File: src/rtl/nn_pkg.sv
// Shared definitions for the neuron-array datapath: weight dispatcher FSM
// states and an index-width helper that never returns zero.
package nn_pkg;

   typedef enum logic [1:0] {
      ST_IDLE  = 2'd0,
      ST_ISSUE = 2'd1,
      ST_DRAIN = 2'd2,
      ST_DONE  = 2'd3
   } dispatch_state_e;

   // Bits needed to index n items; a single item still gets one bit.
   function automatic int unsigned idx_width(input int unsigned n);
      return (n <= 1) ? 1 : $clog2(n);
   endfunction

endpackage

File: src/rtl/weight_dispatch_rd_tag_pipe.sv
// rd_tag_pipe: follows each RAM read through the fixed read latency so the
// returning word can be paired with its destination unit and index.
// Ports:
//   clk, rst                          clock, synchronous active-high clear
//   in_valid/in_unit/in_idx/in_bcast  tag of the read issued this cycle
//   out_*                             tag whose data is on ram_out this cycle
//   pending                           a tag is still inside the pipe, not yet at the output
module rd_tag_pipe #(
   parameter int unsigned LAT    = 1,
   parameter int unsigned UNIT_W = 3,
   parameter int unsigned IDX_W  = 4
) (
   input  logic              clk,
   input  logic              rst,
   input  logic              in_valid,
   input  logic [UNIT_W-1:0] in_unit,
   input  logic [IDX_W-1:0]  in_idx,
   input  logic              in_bcast,
   output logic              out_valid,
   output logic [UNIT_W-1:0] out_unit,
   output logic [IDX_W-1:0]  out_idx,
   output logic              out_bcast,
   output logic              pending
);

   localparam int unsigned TAG_W = UNIT_W + IDX_W + 2;

   logic [TAG_W-1:0] pipe_q [LAT];

   // Shift register; stage LAT-1 lines up with valid ram_out.
   always_ff @(posedge clk) begin
      if (rst) begin
         for (int i = 0; i < int'(LAT); i++) pipe_q[i] <= '0;
      end else begin
         pipe_q[0] <= {in_valid, in_unit, in_idx, in_bcast};
         for (int i = 1; i < int'(LAT); i++) pipe_q[i] <= pipe_q[i-1];
      end
   end

   assign {out_valid, out_unit, out_idx, out_bcast} = pipe_q[LAT-1];

   // Valid tags short of the output stage; the output stage is consumed this cycle.
   always_comb begin
      pending = 1'b0;
      for (int i = 0; i < int'(LAT) - 1; i++) pending = pending | pipe_q[i][TAG_W-1];
   end

endmodule

File: src/rtl/weight_dispatch.sv
// weight_dispatch: streams a block of weights from the weight RAM onto a
// shared weight bus with per-unit write strobes (or all units in broadcast).
// Ports:
//   CLOCK, RESET          clock, synchronous active-high reset
//   start, base_addr,
//   broadcast             load request; address/mode latched when accepted in IDLE
//   hold                  suspends new RAM reads
//   ram_addr, ram_rd      RAM read request (ram_out valid RAM_LAT cycles later)
//   ram_out               RAM read data
//   weight_bus, write_vec,
//   weight_idx            registered weight delivery to the units
//   busy, done            status; done pulses for one cycle at completion
module weight_dispatch
   import nn_pkg::*;
#(
   parameter int unsigned DATA_W  = 32,
   parameter int unsigned N_UNITS = 6,
   parameter int unsigned WPU     = 16,
   parameter int unsigned ADDR_W  = 8,
   parameter int unsigned RAM_LAT = 1
) (
   input  logic                       CLOCK,
   input  logic                       RESET,
   input  logic                       start,
   input  logic [ADDR_W-1:0]          base_addr,
   input  logic                       broadcast,
   input  logic                       hold,
   output logic [ADDR_W-1:0]          ram_addr,
   output logic                       ram_rd,
   input  logic [DATA_W-1:0]          ram_out,
   output logic [DATA_W-1:0]          weight_bus,
   output logic [N_UNITS-1:0]         write_vec,
   output logic [idx_width(WPU)-1:0]  weight_idx,
   output logic                       busy,
   output logic                       done
);

   localparam int unsigned IDX_W  = idx_width(WPU);
   localparam int unsigned UNIT_W = idx_width(N_UNITS);

   dispatch_state_e   state_q, state_d;
   logic [ADDR_W-1:0] base_q, base_d;
   logic [ADDR_W-1:0] count_q, count_d;
   logic [UNIT_W-1:0] unit_q, unit_d;
   logic [IDX_W-1:0]  idx_q, idx_d;
   logic              bcast_q, bcast_d;

   logic              last_rd_c;
   logic              tag_valid, tag_bcast, tag_pending;
   logic [UNIT_W-1:0] tag_unit;
   logic [IDX_W-1:0]  tag_idx;

   // Read request follows hold in the same cycle so a held cycle issues nothing.
   assign ram_rd   = (state_q == ST_ISSUE) && !hold;
   assign ram_addr = (state_q == ST_ISSUE) ? ADDR_W'(base_q + count_q) : '0;
   assign busy     = (state_q == ST_ISSUE) || (state_q == ST_DRAIN);
   assign done     = (state_q == ST_DONE);

   // Broadcast loads a single unit's worth of weights.
   assign last_rd_c = (idx_q == IDX_W'(WPU - 1)) &&
                      (bcast_q || (unit_q == UNIT_W'(N_UNITS - 1)));

   // State and load-context registers.
   always_ff @(posedge CLOCK) begin
      if (RESET) begin
         state_q <= ST_IDLE;
         base_q  <= '0;
         count_q <= '0;
         unit_q  <= '0;
         idx_q   <= '0;
         bcast_q <= 1'b0;
      end else begin
         state_q <= state_d;
         base_q  <= base_d;
         count_q <= count_d;
         unit_q  <= unit_d;
         idx_q   <= idx_d;
         bcast_q <= bcast_d;
      end
   end

   // Next-state and counter logic.
   always_comb begin
      state_d = state_q;
      base_d  = base_q;
      count_d = count_q;
      unit_d  = unit_q;
      idx_d   = idx_q;
      bcast_d = bcast_q;
      case (state_q)
         ST_IDLE: begin
            if (start) begin
               base_d  = base_addr;
               bcast_d = broadcast;
               count_d = '0;
               unit_d  = '0;
               idx_d   = '0;
               state_d = ST_ISSUE;
            end
         end
         ST_ISSUE: begin
            if (!hold) begin
               count_d = ADDR_W'(count_q + 1'b1);
               if (idx_q == IDX_W'(WPU - 1)) begin
                  idx_d  = '0;
                  unit_d = UNIT_W'(unit_q + 1'b1);
               end else begin
                  idx_d  = IDX_W'(idx_q + 1'b1);
               end
               if (last_rd_c) state_d = ST_DRAIN;
            end
         end
         ST_DRAIN: begin
            if (!tag_pending) state_d = ST_DONE;
         end
         ST_DONE:  state_d = ST_IDLE;
         default:  state_d = ST_IDLE;
      endcase
   end

   rd_tag_pipe #(
      .LAT    (RAM_LAT),
      .UNIT_W (UNIT_W),
      .IDX_W  (IDX_W)
   ) u_tag_pipe (
      .clk       (CLOCK),
      .rst       (RESET),
      .in_valid  (ram_rd),
      .in_unit   (unit_q),
      .in_idx    (idx_q),
      .in_bcast  (bcast_q),
      .out_valid (tag_valid),
      .out_unit  (tag_unit),
      .out_idx   (tag_idx),
      .out_bcast (tag_bcast),
      .pending   (tag_pending)
   );

   // Delivery register: bus is zero whenever no strobe is driven.
   always_ff @(posedge CLOCK) begin
      if (RESET || !tag_valid) begin
         weight_bus <= '0;
         write_vec  <= '0;
         weight_idx <= '0;
      end else begin
         weight_bus <= ram_out;
         weight_idx <= tag_idx;
         for (int k = 0; k < int'(N_UNITS); k++)
            write_vec[k] <= tag_bcast || (tag_unit == UNIT_W'(k));
      end
   end

endmodule

File: config.mk
export PLATFORM = sky130hd
export DESIGN_NAME = weight_dispatch
export DESIGN_NICKNAME = d
export VERILOG_FILES = /design/src/rtl/nn_pkg.sv /design/src/rtl/weight_dispatch_rd_tag_pipe.sv /design/src/rtl/weight_dispatch.sv
export SDC_FILE = /design/constraint.sdc
export NUM_CORES = 1
export LEC_CHECK = 0
export ABC_AREA = 0
export CORE_MARGIN = 2
export CORE_UTILIZATION = 35
export DETAILED_ROUTE_END_ITERATION = 8
export GPL_ROUTABILITY_DRIVEN = 0
export GPL_TIMING_DRIVEN = 1
export RECOVER_POWER = 100
export SETUP_SLACK_MARGIN = 0.15
export SYNTH_ARGS = -nofsm -noshare
export SYNTH_HDL_FRONTEND = slang
export SYNTH_SLANG_ARGS = --single-unit
File: constraint.sdc
create_clock -name CLOCK -period 6.1 [get_ports CLOCK]
set_input_delay 1.22 -clock CLOCK [delete_from_list [all_inputs] [get_ports CLOCK]]
set_output_delay 1.22 -clock CLOCK [all_outputs]
set_load 0.02 [all_outputs]
==> results of run 1 <==
==> cell families (layout without fill, tap and decap cells) <==
group | after synthesis | in the layout
simple gates | 134 | 134
flops | 77 | 77
compound gates | 50 | 50
buf+inv | 20 | 123
fa+ha+maj | 17 | 17
xor+xnor | 10 | 10
mux | 3 | 3
==> per-stage QoR <==
step                std cells  setup WS [ns]
global route              519           1.76
finish                    519           1.93
floorplan                 311           3.16
CTS                       519           2.06
detailed placement        504           2.19
global placement          504           2.22
==> flip-flops by register name, indices dropped and copies added (netlist names), 2 cells and up <==
| register | flops |
|---|---|
| weight_bus | 32 |
| u_tag_pipe.pipe_q | 9 |
| base_q | 8 |
| count_q | 8 |
| write_vec | 6 |
| idx_q | 4 |
| weight_idx | 4 |
| unit_q | 3 |
| state_q | 2 |
==> where the power goes <==
part	total, mW	switching (mW)	leakage [nW]	internal [mW]
combinational	0.312	0.185	1.07	0.127
sequential	0.557	0.0225	0.623	0.535
clock	0.352	0.174	0.0905	0.178
total	1.22	0.381	1.78	0.840
==> area by class of cell <==
type,count,area (sq um),share of cell area
tap,105,131,0.0311
timing repair buffer,98,975,0.231
clock buffer,12,165,0.0391
multi-input combinational,214,1350,0.320
sequential,77,1540,0.365
inverter,10,37.5,0.00889
clock inverter,3,20.0,0.00474
==> metal layers <==
| layer | global-route usage | routed length (um) |
|---|---|---|
| met2 | 0.237 | 2830 |
| met5 | 0 | 0 |
| met3 | 0.0399 | 645 |
| met1 | 0.174 | 2830 |
| met4 | 0.0643 | 111 |
==> synthesized netlist by cell type, drive strengths merged (2+ instances only) <==
cell type,count
nand2,31
nand2b,7
o21ai,6
a21oi,20
and3,2
clkbuf,6
xor2,7
o211ai,3
mux2i,2
a31oi,8
a211o,2
nor2,24
nor4,2
dfxtp,77
buf,4
inv,10
nand3,7
and2,42
nand4,3
ha,16
xnor2,3
nor2b,10
==> worst min path at each step <==
stage,endpoint,slack (ns),cells past startpoint
final,weight_idx[3],0.43,1
after global routing,weight_idx[3],0.45,1
after CTS,weight_idx[3],0.43,1
after detailed placement,weight_idx[0],0.42,1
after global placement,weight_idx[1],0.41,1
after floorplan,weight_idx[0],0.41,1
==> results.txt, run 1 <==
----------------------------------------------------
[Status]
  Status ... finished with violations
  Violations in the final reports ... capacitance limit, slew limit

[Hold path]
  Worst hold path class ... register to register
  Launch point of the worst hold path ... u_tag_pipe.pipe_q[0][4]

[Global route]
  Antenna violations before repair ... 0
  Remaining global-route overflow ... 0
  Number of global-route vias before repair ... 2201
  Overall track demand over capacity in global routing ... 0.144
  First-pass GRT wire length ... 10.3 mm
  Largest net degree at the start of global routing ... 37

[Setup path]
  Worst R2R Start ... state_q[1]
  Launch point of the critical path ... state_q[1]
  Kind of end point of the critical path ... output pin
  Required @ worst endpoint ... 4.88 ns
  Data arrival time of the critical path ... 2.95 ns
  Maximum fanout along the worst path ... 14
  CP cell instances ... inv_1 > ha_1 > inv_1 > or4b_1 > o221ai_1 > a211o_1 > dlygate4sd3_1
  Library cell contributing the largest single delay on the critical path ... sky130_fd_sc_hd__dlygate4sd3_1
  Cell family with most CP delay ... buffers and inverters
  Cell depth of the worst setup path ... 7
  Reg-to-reg endpoint ... count_q[5]
  Count of buffer and inverter cells on the critical path ... 3
  Last element of the critical path ... ram_addr[6]
  Depth of the worst register-to-register path ... 6
  Critical path's most frequent cell ... sky130_fd_sc_hd__inv_1
  Worst setup SP type ... register
  Largest stage delay, worst path ... roughly 0.66 ns
  Minimum setup slack among reg-to-reg paths ... 3.90 ns
  Worst Path Class, Setup ... register to output pin

[Logic synthesis]
  Number of synthesized register bits ... 77
  Number of synthesized flops with an enable pin ... 0
  Post-Synthesis Cells ... 311
  Area of the mapped netlist ... between 0.002 and 0.003 sq mm
  Most frequently used flop master after synthesis ... sky130_fd_sc_hd__dfxtp_1
  Total of warnings raised by yosys ... 0
  Cell taking the most area after synthesis ... sky130_fd_sc_hd__dfxtp_1
  Adder and majority cell fraction of the synthesized area ... 0.0741
  Synthesized-area fraction occupied by ao, oa, aoi and oai cells ... 0.105
  Simple-Gate Fraction of Synth Area ... 0.236
  Part of the Yosys area used for sequential elements ... 0.519
  Fraction of synthesized cell area taken by the top area cell type ... 0.519
  Mean post-synth cell area ... 9.55 sq um
  Async set-reset flop share out of synthesis ... 0
  Combinational family with the most area after synthesis ... simple AND/OR/NAND/NOR gates
  Net count after synthesis ... 373
  Yosys cell types ... 44
  Proportion of synthesized area in mux cells ... 0.0105
  Xor and xnor fraction of the mapped netlist area ... 0.0295
  Leading cell types by total area after synthesis ... sky130_fd_sc_hd__dfxtp_1 (52%), sky130_fd_sc_hd__and2_1 (8.8%), sky130_fd_sc_hd__ha_1 (6.7%), sky130_fd_sc_hd__nand2_1 (3.9%), sky130_fd_sc_hd__a21oi_1 (3.4%)

[Floorplanning]
  Width of the die ... 96.1 um
  Total Die Area ... 0.00924 sq mm
  Starting density of the core ... 0.362
  Number of rows in the core area ... 33
  Core footprint ... 0.00822 sq mm
  Die Y-Extent ... 96.1 um
  Top-level port count ... 98

[Timing]
  RSZ-0062 raised after global routing ... false
  Total Negative Setup Slacks ... 0 ns
  Worst Tran Pin Value ... 1.72 ns
  Headroom to the max-slew limit ... -0.147
  Final number of hold-violating endpoints ... 0
  Final setup fails ... 0
  Final critical delay including setup and external delays ... about 4.2 ns
  Peak clock frequency supported by timing ... 240 MHz
  Clock Skews ... 0.00513 ns
  Final period utilization ... 0.684
  Worst hold-check slack ... 0.429 ns
  Final Max Slew Viols ... 37

[Clock network]
  Total CTS buffers ... 9
  Clock Tree Buf Depth ... 2
  H-Tree Depth ... 3
  Sink Count ... 77
  Number of gates given a new drive strength after cts ... 0
  CTS Root Cell ... sky130_fd_sc_hd__clkbuf_8
  Clock latency of the later-clocked register in the worst-skew pair ... roughly 0.33 ns
  Clock input transition at the sequential cells of the worst setup and hold paths ... 0.07 ns
  Post-CTS Setup Inserts ... 0
  CTS hold repair buffers ... 0
  Clock tree from TritonCTS ... yes

[Drt]
  Overall routed net length ... 6.41 mm
  Routed vias/inst ... approximately 4.6
  First drt pass iteration count ... 4
  Via count ... 2381
  Number of DRC markers after the initial detailed-route iteration ... between 50 and 60
  Post-detailed-route wirelength per cell ... 12.4 um
  DRC violations left ... 0
  Antenna viol nets, final ... 0

[Pwr]
  Pwr/cell area ... roughly 290 mW/mm^2
  Max IR drop VDD ... 0.138 mV
  Design Power ... 1.22 mW
  Static leakage ... 1.78 nW

[Cells and area]
  Count of filler cells inserted in the layout ... between 700 and 800
  Antenna fix cells ... 0
  Number of nets in the layout ... 472
  Most common cell after layout, fill and taps aside ... sky130_fd_sc_hd__dfxtp_1
  Area added between synthesis and finish ... 42.1%
  Final design instance area without fill ... about 0.0042 sq mm
  Fraction of layout instances using a drive strength above 1 ... 0.0411
  Commonest cells after routing, fill and taps aside ... sky130_fd_sc_hd__dfxtp_1 (77), sky130_fd_sc_hd__dlygate4sd3_1 (53), sky130_fd_sc_hd__clkdlybuf4s50_1 (44)
  Utilization after layout ... 0.514

[Flow run]
  Number of max-cap violations ... 1

[Placement]
  Post-DP HPWL ... approximately 4.7 mm
  Cell area reported after detailed placement ... 0.00404 sq mm
  Port-buffer cells ... 97

----------------------------------------------------
Power figures use the tool's default switching activity.
==> inputs of run 2 (changes only) <==
--- a/config.mk
+++ b/config.mk
@@ -11,6 +11,7 @@
 export DETAILED_ROUTE_END_ITERATION = 8
 export GPL_ROUTABILITY_DRIVEN = 0
 export GPL_TIMING_DRIVEN = 1
+export PLACE_DENSITY = 0.66
 export RECOVER_POWER = 100
 export SETUP_SLACK_MARGIN = 0.15
 export SYNTH_ARGS = -nofsm -noshare
==> constraint.sdc (replaced) <==
create_clock -name CLOCK -period 3.77 [get_ports CLOCK]
set_input_delay 0.754 -clock CLOCK [delete_from_list [all_inputs] [get_ports CLOCK]]
set_output_delay 0.754 -clock CLOCK [all_outputs]
set_load 0.02 [all_outputs]
==> results.txt, run 2 (synthesis gave the netlist of run 1 again) <==
----------------------------------------------------
[Clock network]
  Number of gates given a new drive strength after cts ... 0
  Clock input transition at the sequential cells of the worst setup and hold paths ... approximately 0.08 ns
  Clock Tree Buf Depth ... 2
  CTS hold repair buffers ... 0
  H-Tree Depth ... 3
  Post-CTS Setup Inserts ... 0
  Sink Count ... 77
  CTS Root Cell ... sky130_fd_sc_hd__clkbuf_8
  Clock tree from TritonCTS ... yes
  Clock latency of the later-clocked register in the worst-skew pair ... roughly 0.34 ns
  Total CTS buffers ... 9

[Floorplanning]
  Die Y-Extent ... roughly 96 um
  Total Die Area ... 0.00924 sq mm
  Core footprint ... about 0.0082 sq mm
  Number of rows in the core area ... 33
  Top-level port count ... just under 100
  Width of the die ... between 90 and 100 um
  Starting density of the core ... 0.362

[Setup path]
  Required @ worst endpoint ... 3.02 ns
  CP cell instances ... ha_1 > fa_1 > a21oi_1 > a2bb2oi_2 > nor3_1 > a211o_1 > dlygate4sd3_1
  Cell family with most CP delay ... compound AO/OA/AOI/OAI gates
  Data arrival time of the critical path ... 2.75 ns
  Largest stage delay, worst path ... around 0.64 ns
  Kind of end point of the critical path ... output pin
  Library cell contributing the largest single delay on the critical path ... sky130_fd_sc_hd__dlygate4sd3_1
  Worst setup SP type ... register
  Maximum fanout along the worst path ... 4
  Count of buffer and inverter cells on the critical path ... 1
  Worst Path Class, Setup ... register to output pin

[Status]
  Status ... finished with violations
  Violations in the final reports ... capacitance limit, slew limit

[Drt]
  Overall routed net length ... 6.75 mm
  Wire length on met1 ... 2.96 mm
  Via count ... 2453
  Highest metal layer used by the detailed router ... met4
  First drt pass iteration count ... 4
  Antenna viol nets, final ... 0
  DRC violations left ... 0
  Post-detailed-route wirelength per cell ... 13.0 um
  Number of DRC markers after the initial detailed-route iteration ... 84
  Metal3 WL ... 770 um
  DR WL met2 ... 2.89 mm
  Routed vias/inst ... about 4.7

[Timing]
  Total Negative Setup Slacks ... 0 ns
  Worst hold-check slack ... 0.433 ns
  Peak clock frequency supported by timing ... ~290 MHz
  Final period utilization ... 0.930
  Final number of hold-violating endpoints ... 0
  Final critical delay including setup and external delays ... 3.51 ns
  Headroom to the max-slew limit ... -0.153
  Worst Tran Pin Value ... between 1.5 and 2 ns
  Clock Skews ... 0.0130 ns
  Final setup fails ... 0
  Final Max Slew Viols ... 37
  RSZ-0062 raised after global routing ... false

[Cells and area]
  Most common cell after layout, fill and taps aside ... sky130_fd_sc_hd__dfxtp_1
  Register with the most flip-flops ... weight_bus
  Area added between synthesis and finish ... 43.3%
  Fraction of layout instances using a drive strength above 1 ... 0.0505
  Commonest cells after routing, fill and taps aside ... sky130_fd_sc_hd__dfxtp_1 (77), sky130_fd_sc_hd__dlygate4sd3_1 (55), sky130_fd_sc_hd__clkdlybuf4s50_1 (42)
  Flip-flop count of the largest register after layout ... 32
  Largest registers ... weight_bus x32, u_tag_pipe.pipe_q x9
  Final design instance area without fill ... 0.00426 sq mm
  Antenna fix cells ... 0
  Utilization after layout ... 0.518
  Number of nets in the layout ... 473

[Pwr]
  Max IR drop VDD ... 0.235 mV
  Static leakage ... roughly 1.8 nW
  Pwr/cell area ... 483 mW/mm^2

[Global route]
  Largest net degree at the start of global routing ... 37
  Remaining global-route overflow ... 0
  Overall track demand over capacity in global routing ... 0.146
  Number of global-route vias before repair ... 2233
  First-pass GRT wire length ... 10.3 mm
  Antenna violations before repair ... 0

[Flow run]
  Number of max-cap violations ... 1

[Placement]
  Cell area reported after detailed placement ... a little over 0.004 sq mm
  Post-DP HPWL ... 4.93 mm
  Port-buffer cells ... 97

[Hold path]
  Worst hold path class ... register to register

----------------------------------------------------
==> run 2: final cells by class <==
cell class / count / area (sq um)
Tap cell: 105 / 131
Multi-Input combinational cell: 214 / 1360
Fill cell: 756 / 3960
Clock inverter: 6 / 70.1
Clock buffer: 10 / 138
Timing Repair Buffer: 99 / 982
Sequential cell: 77 / 1540
Inverter: 10 / 37.5
==> run 2: worst paths after layout <==
check                                             start  depth (start not counted)       endpoint  slack, ns
worst max-delay path                         count_q[0]                          7    ram_addr[6]       0.26
worst min-delay path            u_tag_pipe.pipe_q[0][2]                          1  weight_idx[1]       0.43
worst max register to register               state_q[0]                          6     count_q[5]       1.55
worst min register to register  u_tag_pipe.pipe_q[0][2]                          1  weight_idx[1]       0.43
==> run 2: stage by stage <==
step / setup WS, ns / total power, mW / cells
final: 0.263 / 2.06 / 521
after global routing: 0.0742 / 2.17 / 521
after CTS: 0.331 / 2.09 / 521
after detailed placement: 0.724 / 1.45 / 505
after global placement: 0.745 / 1.44 / 505
after floorplan: 1.30 / 1.25 / 311
==> run 2: per-layer routing <==
layer,vias up,track usage
met2,102,0.240
met4,0,0.0738
met1,1096,0.170
met3,12,0.0454
li1,1243,-
met5,-,0
==> run 2: power by group <==
group / total [mW] / internal [mW] / leakage (nW) / switching (mW)
sequential: 0.902 / 0.865 / 0.623 / 0.0367
clock: 0.641 / 0.329 / 0.107 / 0.312
combinational: 0.513 / 0.212 / 1.07 / 0.301
==> inputs of run 3 (changes only) <==
--- a/config.mk
+++ b/config.mk
@@ -6,6 +6,7 @@
 export NUM_CORES = 1
 export LEC_CHECK = 0
 export ABC_AREA = 0
+export CORE_ASPECT_RATIO = 0.7
 export CORE_MARGIN = 2
 export CORE_UTILIZATION = 35
 export DETAILED_ROUTE_END_ITERATION = 8
@@ -13,7 +14,7 @@
 export GPL_TIMING_DRIVEN = 1
 export PLACE_DENSITY = 0.66
 export RECOVER_POWER = 100
-export SETUP_SLACK_MARGIN = 0.15
+export SETUP_SLACK_MARGIN = 0.1
 export SYNTH_ARGS = -nofsm -noshare
 export SYNTH_HDL_FRONTEND = slang
 export SYNTH_SLANG_ARGS = --single-unit
==> results.txt, run 3 (synthesis gave the netlist of run 1 again) <==
----------------------------------------------------
[Status]
  Status ... finished with violations
  Violations in the final reports ... capacitance limit, slew limit

[Hold path]
  Worst hold path class ... register to register
  Depth of the worst hold-timing path ... 1
  Endpoint, Worst Hold ... weight_idx[0]
  Launch point of the worst hold path ... u_tag_pipe.pipe_q[0][1]

[Clock network]
  Clock Tree Buf Depth ... 2
  Post-CTS Setup Inserts ... 0
  CTS hold repair buffers ... 0
  Sink Count ... 77
  Clock latency of the later-clocked register in the worst-skew pair ... 0.33 ns
  Clock tree from TritonCTS ... yes
  H-Tree Depth ... 3
  Number of gates given a new drive strength after cts ... 0
  CTS Root Cell ... sky130_fd_sc_hd__clkbuf_16
  Clock input transition at the sequential cells of the worst setup and hold paths ... 0.06 ns
  Total CTS buffers ... 9

[Cells and area]
  Number of nets in the layout ... around 470
  Fraction of layout instances using a drive strength above 1 ... 0.0433
  Flip-flop count of the largest register after layout ... 32
  Register with the most flip-flops ... weight_bus
  Largest registers ... weight_bus x32, u_tag_pipe.pipe_q x9
  Area added between synthesis and finish ... 46.8%
  Commonest cells after routing, fill and taps aside ... sky130_fd_sc_hd__dfxtp_1 (77), sky130_fd_sc_hd__dlygate4sd3_1 (54), sky130_fd_sc_hd__clkdlybuf4s50_1 (43)
  Most common cell after layout, fill and taps aside ... sky130_fd_sc_hd__dfxtp_1

[Global route]
  Antenna violations before repair ... 0
  Number of global-route vias before repair ... 2147
  Overall track demand over capacity in global routing ... 0.146
  Largest net degree at the start of global routing ... 37
  Remaining global-route overflow ... 0
  First-pass GRT wire length ... 10.4 mm

[Setup path]
  Largest stage delay, worst path ... approximately 0.55 ns
  Minimum setup slack among reg-to-reg paths ... 1.60 ns
  Data arrival time of the critical path ... 2.69 ns
  Kind of end point of the critical path ... output pin
  Maximum fanout along the worst path ... 4
  CP cell instances ... ha_1 > fa_1 > a21oi_1 > a2bb2oi_1 > nor3_1 > a211o_1 > clkdlybuf4s50_1
  Required @ worst endpoint ... around 3 ns
  Cell family with most CP delay ... compound AO/OA/AOI/OAI gates
  Reg-to-reg endpoint ... count_q[5]
  Count of buffer and inverter cells on the critical path ... 1
  Library cell contributing the largest single delay on the critical path ... sky130_fd_sc_hd__clkdlybuf4s50_1
  Worst Path Class, Setup ... register to output pin
  Worst R2R Start ... state_q[0]
  Worst setup SP type ... register
  Depth of the worst register-to-register path ... 6

[Drt]
  Routed vias/inst ... about 4.6
  Via count ... 2414
  Post-detailed-route wirelength per cell ... between 10 and 15 um
  Antenna viol nets, final ... 0
  Number of DRC markers after the initial detailed-route iteration ... 85
  First drt pass iteration count ... 4
  DRC violations left ... 0
  Overall routed net length ... 6.43 mm

[Timing]
  Headroom to the max-slew limit ... -0.207
  Final Max Slew Viols ... 37
  Total Negative Setup Slacks ... 0 ns
  Clock Skews ... just over 0.004 ns
  Final critical delay including setup and external delays ... 3.44 ns
  Worst Tran Pin Value ... ~1.8 ns
  Final setup fails ... 0
  Peak clock frequency supported by timing ... 290 MHz
  RSZ-0062 raised after global routing ... false
  Final period utilization ... 0.914
  Final number of hold-violating endpoints ... 0

[Floorplanning]
  Core footprint ... ~0.0083 sq mm
  Number of rows in the core area ... 28
  Width of the die ... 114 um
  Total Die Area ... 0.00925 sq mm
  Die Y-Extent ... 81.1 um
  Starting density of the core ... 0.356
  Top-level port count ... 98

[Pwr]
  Design Power ... ~2.3 mW
  Max IR drop VDD ... 0.293 mV
  Pwr/cell area ... 524 mW/mm^2
  Static leakage ... 1.84 nW

[Placement]
  Port-buffer cells ... 97
  Post-DP HPWL ... 4.85 mm

[Flow run]
  Number of max-cap violations ... 1

----------------------------------------------------
## run 3: stage by stage
| stage | setup slack, ns | hold slack (ns) | util | std cells | instance area, sq um |
|---|---|---|---|---|---|
| global placement | 0.733 | 0.414 | 0.486 | 505 | 4050 |
| finish | 0.325 | 0.430 | 0.523 | 522 | 4360 |
| detailed placement | 0.690 | 0.417 | 0.486 | 505 | 4050 |
| CTS | 0.311 | 0.429 | 0.523 | 521 | 4360 |
| global route | 0.141 | 0.458 | 0.523 | 521 | 4360 |
| floorplan | 1.30 | 0.406 | - | 311 | 2970 |
## run 3: metal layers
| layer | wire, um | vias to the layer above | global-route usage | part of all wire |
|---|---|---|---|---|
| li1 | - | 1252 | - | - |
| met1 | 3200 | 1094 | 0.204 | 0.50 |
| met2 | 2760 | 61 | 0.199 | 0.43 |
| met3 | 396 | 7 | 0.0582 | 0.062 |
| met4 | 74 | 0 | 0.0622 | 0.012 |
| met5 | 0 | - | 0 | 0 |
## run 3: worst register-to-register path: cells and delay by family (launching register included)
| kind | cells | cell delay, ns |
|---|---|---|
| simple gates | 3 | 0.99 |
| compound gates | 1 | 0.39 |
| buf+inv | 1 | 0.09 |
| fa+ha+maj | 1 | 0.25 |
| flops | 1 | 0.37 |
## run 3: how the worst max path moves through the flow
stage                from     endpoint  depth (start not counted)
2_1_floorplan  count_q[0]  ram_addr[6]                          6
5_1_grt        count_q[0]  ram_addr[6]                          7
3_5_place_dp   count_q[0]  ram_addr[6]                          7
6_report       count_q[0]  ram_addr[6]                          7
4_1_cts        count_q[0]  ram_addr[6]                          7
3_3_place_gp   count_q[0]  ram_addr[6]                          7
## run 3: power breakdown
part / internal, mW / switching (mW)
clock: 0.565 / 0.307
combinational: 0.209 / 0.299
sequential: 0.867 / 0.0372
## run 3: final cells by class
cell class	instances	area [sq um]
Clock buffer	13	270
Timing Repair Buffer	99	982
Tap cell	105	131
Clock inverter	3	42.5
Multi-Input combinational cell	214	1350
Fill cell	770	3980
Inverter	10	37.5
Sequential cell	77	1540
Antenna cell	1	2.50
